File: config.mk
export PLATFORM = sky130hd
export DESIGN_NAME = altera_up_slow_clock_generator
export DESIGN_NICKNAME = d
export VERILOG_FILES = /design/src/rtl/altera_up_slow_clock_generator.sv
export SDC_FILE = /design/constraint.sdc
export NUM_CORES = 1
export LEC_CHECK = 0
export CAP_MARGIN = 30
export CORE_ASPECT_RATIO = 0.75
export CORE_MARGIN = 2
export CORE_UTILIZATION = 30
export CTS_CLUSTER_DIAMETER = 50
export DETAILED_ROUTE_END_ITERATION = 10
export GPL_TIMING_DRIVEN = 1
export PLACE_DENSITY_LB_ADDON = 0.3
export SLEW_MARGIN = 10
export SYNTH_ARGS = -nofsm -noshare
export SYNTH_HDL_FRONTEND = slang
export SYNTH_SLANG_ARGS = --single-unit
File: constraint.sdc
create_clock -name clk -period 1.35 [get_ports clk]
set_input_delay 0.405 -clock clk [delete_from_list [all_inputs] [get_ports clk]]
set_output_delay 0.405 -clock clk [all_outputs]
set_load 0.02 [all_outputs]
File: src/rtl/altera_up_slow_clock_generator.sv
// altera_up_slow_clock_generator: power-of-two clock divider with edge and mid-phase strobes
module altera_up_slow_clock_generator #(
  parameter int CB  = 10,
  parameter int INC = 1
) (
  input  logic clk,
  input  logic reset,
  input  logic enable_clk,
  output logic new_clk,
  output logic rising_edge,
  output logic falling_edge,
  output logic middle_of_high_level,
  output logic middle_of_low_level
);
  logic [CB-1:0] c;
  logic mid;
  always_ff @(posedge clk) begin
    if (reset) begin
      c            <= '0;
      new_clk      <= 1'b0;
      rising_edge  <= 1'b0;
      falling_edge <= 1'b0;
    end else begin
      if (enable_clk) c <= c + CB'(INC);
      new_clk      <= c[CB-1];
      rising_edge  <= c[CB-1] & ~new_clk;
      falling_edge <= ~c[CB-1] & new_clk;
    end
  end
  assign mid                  = ~c[CB-2] & (&c[CB-3:0]);
  assign middle_of_high_level = new_clk & mid;
  assign middle_of_low_level  = ~new_clk & mid;
endmodule

After elaboration in Yosys (flattened, before gate mapping)
Index checks and enable logic that the tools add are counted.
- register bits after elaboration: 13
- input port bits: 3
- output and inout port bits: 5
- logic and storage cells: 14
- $add $sub $neg: 1
- bitwise logic cells: 8
- reductions and logical operators: 1
- operators with widths (cell ; count):
    10-bit by 1-bit adder with 10-bit output (second input constant) ; 1
    8-bit AND reduction ; 1
    1-bit AND ; 5
    1-bit NOT ; 3

Longest topological paths before layout
- word-level depth: 3
- mapped depth: 5

Worst setup path after synthesis
Ideal clock, no wire load.
- path type: register to output
- start point: register c[0]
- end point: output middle_of_low_level
- data arrival time: 1.210 ns
- required time: 0.945 ns
- path slack: -0.265 ns
- stages on the path, launching flop included: 6
- path buffers: 0
- path through: dfxtp_1 ha_1 nand3_1 nor2_1 ha_1 nor2b_1
- longest elaborated chain between the ends: 3
- RTL lines (what ; line ; RTL):
    from (decl) ; 15 ; logic [CB-1:0] c;
    from (signal assigned) ; 24 ; if (enable_clk) c <= c + CB'(INC);
    8-bit AND reduction ; 30 ; assign mid = ~c[CB-2] & (&c[CB-3:0]);
    1-bit AND ; 30 ;
    1-bit AND ; 32 ; assign middle_of_low_level = ~new_clk & mid;
    to (decl) ; 13 ; output logic middle_of_low_level
Every way passes these cells.

Worst setup path in the final report
Ends and elaborated chain as after synthesis.

==> results by group <==
Status
  • Outcome: complete, but fails checks
  • Failing checks: negative setup slack

Setup path
  • Critical path capture point type: output pin
  • Worst EP required: 950 ps
  • Startpoint types: flop
  • Crit path kind: reg -> out
  • CP arrival: 1350 ps
  • CP max FO: 2

Die
  • Die area: about 2100 um2
  • Die height: 40.5 um
  • Core area: 1710 um2
  • I/O pins: 8
  • Row count: 13
  • Die width: 52.6 um
  • Initial Utilization: 0.311

Synthesis
  • Top-count cell post-synth: dfxtp_1
  • Post-synth EDFFs: 0
  • Synth async-reset ratio: 0
  • Syn Inst Count: 57
  • Area share of the largest cell type after synthesis: 0.489
  • Synth area leaders: dfxtp_1 49%, nor2_1 5.6%, xor2_1 4.9%, ha_1 4.7%, nor2b_1 3.5%
  • Sequential-to-total area share from yosys stat: 0.489
  • Area leader, netlist: dfxtp_1
  • Main synth FF type: dfxtp_1
  • Commonest cells post-synth: 13 x dfxtp_1, 8 x nor2_1
  • Yosys cell types: 22
  • Yosys warns: 0
  • Syn Area/Cell: 9.33 um2
  • Mapped Nets: 62
  • Netlist Area Pre-Place: 532 um2
  • Yosys reg bits: 13

Power
  • Net Sw Frac: 0.239
  • Pwr Total: 0.703 mW
  • Logic gate share of total power: 0.088
  • Clk pwr share: 0.344
  • Flop pwr share: 0.569
  • Internal Pwr Total: around 0.54 mW
  • Peak supply drop: 0.000607 V
  • PwrDens: roughly 860 nW/um2
  • Sw power: 0.168 mW
  • Leakage power: 0.340 nW

Clock network
  • CTS tree: built
  • CTS Buf Count: 3
  • H-tree Lvls: 1
  • Clk Latency, worst-skew pair: 280 ps
  • Clk pin slew, worst setup/hold paths: approximately 80 ps
  • Hold-fix buffers, CTS: 0
  • Sink Count: 13
  • CTS root buf: clkbuf_4
  • Clk buf depth: 2

Drt
  • Wirelength per Cell: between 10 and 15 um
  • DR DRC count: 0
  • ANT nets after route: 0
  • Iter 0 DRT Violations: 6
  • Vias per inst: 4.57
  • First-pass DRT Iterations: 4
  • Total wire length: between 1 and 1.5 mm
  • Vias: about 470

Global route
  • Vias in the first global route: 431
  • Total grt overflow: 0
  • Initial antenna violation count: 0
  • Largest net degree at the start of global routing: 11
  • Gr usage total: 0.129
  • Global-route wire length before repair: 1.84 mm

Flow run
  • Max cap viols: 0

Timing
  • Rel. slew slack: 0.851
  • Final worst path period share: 1.30
  • Setup_tns: -793 ps
  • Worst setup margin: -402 ps
  • Skew final: 7.04 ps
  • Finish-stage setup viols: 2
  • RSZ-0062 raised after global routing: true
  • Post-layout min period: 1750 ps
  • Pins Over Slew Limit: 0
  • Max Fclk: around 570 MHz
  • Tightest Pin Transition: between 200 and 250 ps
  • Count of final hold-check violations: 0

Placement
  • Dpl cells: 98
  • PortBufs: 7
  • GPL Wtd Cong: 0.709
  • HPWL Detailed: 779 um

Layout
  • # diodes: 0
  • Area grow syn2layout: 53.9%
  • Post-route insts no fill: 102
  • Share of post-route cells with drive strength above 1: 0.488
  • Final net count: 86
  • FILL cells: 170

Worst hold path
  • Worst hold path class: reg -> reg
path summary, 6_finish.rpt:
path	from	end	slack, ps	cells after the start
worst max-delay path	c[0]$_SDFFE_PP0P_	middle_of_low_level	-400	6
worst min-delay path	c[9]$_SDFFE_PP0P_	falling_edge$_SDFF_PP0_	450	1
worst max register to register	c[1]$_SDFFE_PP0P_	c[7]$_SDFFE_PP0P_	70	5
worst min register to register	c[9]$_SDFFE_PP0P_	falling_edge$_SDFF_PP0_	450	1
cells by family after synthesis:
logic type	share of synthesized area
AND/OR/NAND/NOR	0.259
buffers and inverters	0.0282
flip-flops	0.489
AO/OA/AOI/OAI	0.0706
multiplexers	0.0400
adder cells (fa/ha/maj)	0.0471
XOR/XNOR	0.0659
critical path, cell delays in order (launching register included):
cell and delay [ps]:
dfxtp_2 360, ha_4 140, nand3_2 50, nor2_2 90, ha_2 180, nor2b_4 130, buf_6 110
state kept, by name, summed over array words and instances, names as in the netlist:
signal,cells
c,10
new_clk,1
falling_edge,1
rising_edge,1
placed cells by master, fill, tap and decap left out, drive strengths merged, types with 2 or more instances in the layout:
master	n
a21oi	3
buf	17
clkbuf	4
dfxtp	13
ha	2
nand2	3
nand3	3
nand4	3
nor2	8
nor2b	3
o21ai	3
or3	3
xor2	3
power groups by stage:
| stage | registers [mW] | clock network, mW | logic, mW |
|---|---|---|---|
| after detailed placement | 0.409 | 0 | 0.0588 |
| after global placement | 0.408 | 0 | 0.0573 |
| final | 0.400 | 0.242 | 0.0618 |
| after floorplan | 0.411 | 0 | 0.0277 |
| after global routing | 0.401 | 0.275 | 0.0695 |
| after CTS | 0.400 | 0.255 | 0.0591 |
cell type report:
cell class,instances,area (um2),share of cell area
clock buffer,3,22.5,0.0275
tap,22,27.5,0.0336
inverter,1,3.75,0.00459
sequential,13,268,0.327
timing repair buffer,21,170,0.208
multi-input combinational,41,322,0.393
clock inverter,1,5.00,0.00612
per-stage QoR:
stage / setup WS (ps) / utilization / hold slack, ps / cell area [um2]
floorplan: -44.0 / - / 414 / 556
global placement: -564 / 0.437 / 434 / 747
detailed placement: -601 / 0.437 / 442 / 747
CTS: -452 / 0.470 / 458 / 802
global route: -488 / 0.479 / 482 / 818
finish: -402 / 0.479 / 451 / 818
timing repair:
action / 4_1_cts / 5_1_grt
resized for setup: 26 / 11
pin swaps: 5 / 5
setup endpoints to repair: 9 / 7
buffers inserted: 0 / 1
hold endpoints to repair: 0 / 0
routing by layer:
| layer | share of wire | global-route usage | up-vias |
|---|---|---|---|
| met5 | 0 | 0 | - |
| met1 | 0.47 | 0.143 | 213 |
| li1 | - | - | 244 |
| met2 | 0.47 | 0.209 | 7 |
| met4 | 0.0083 | 0.0385 | 0 |
| met3 | 0.052 | 0.0784 | 2 |
No activity file was read; power rests on OpenSTA's default activity.
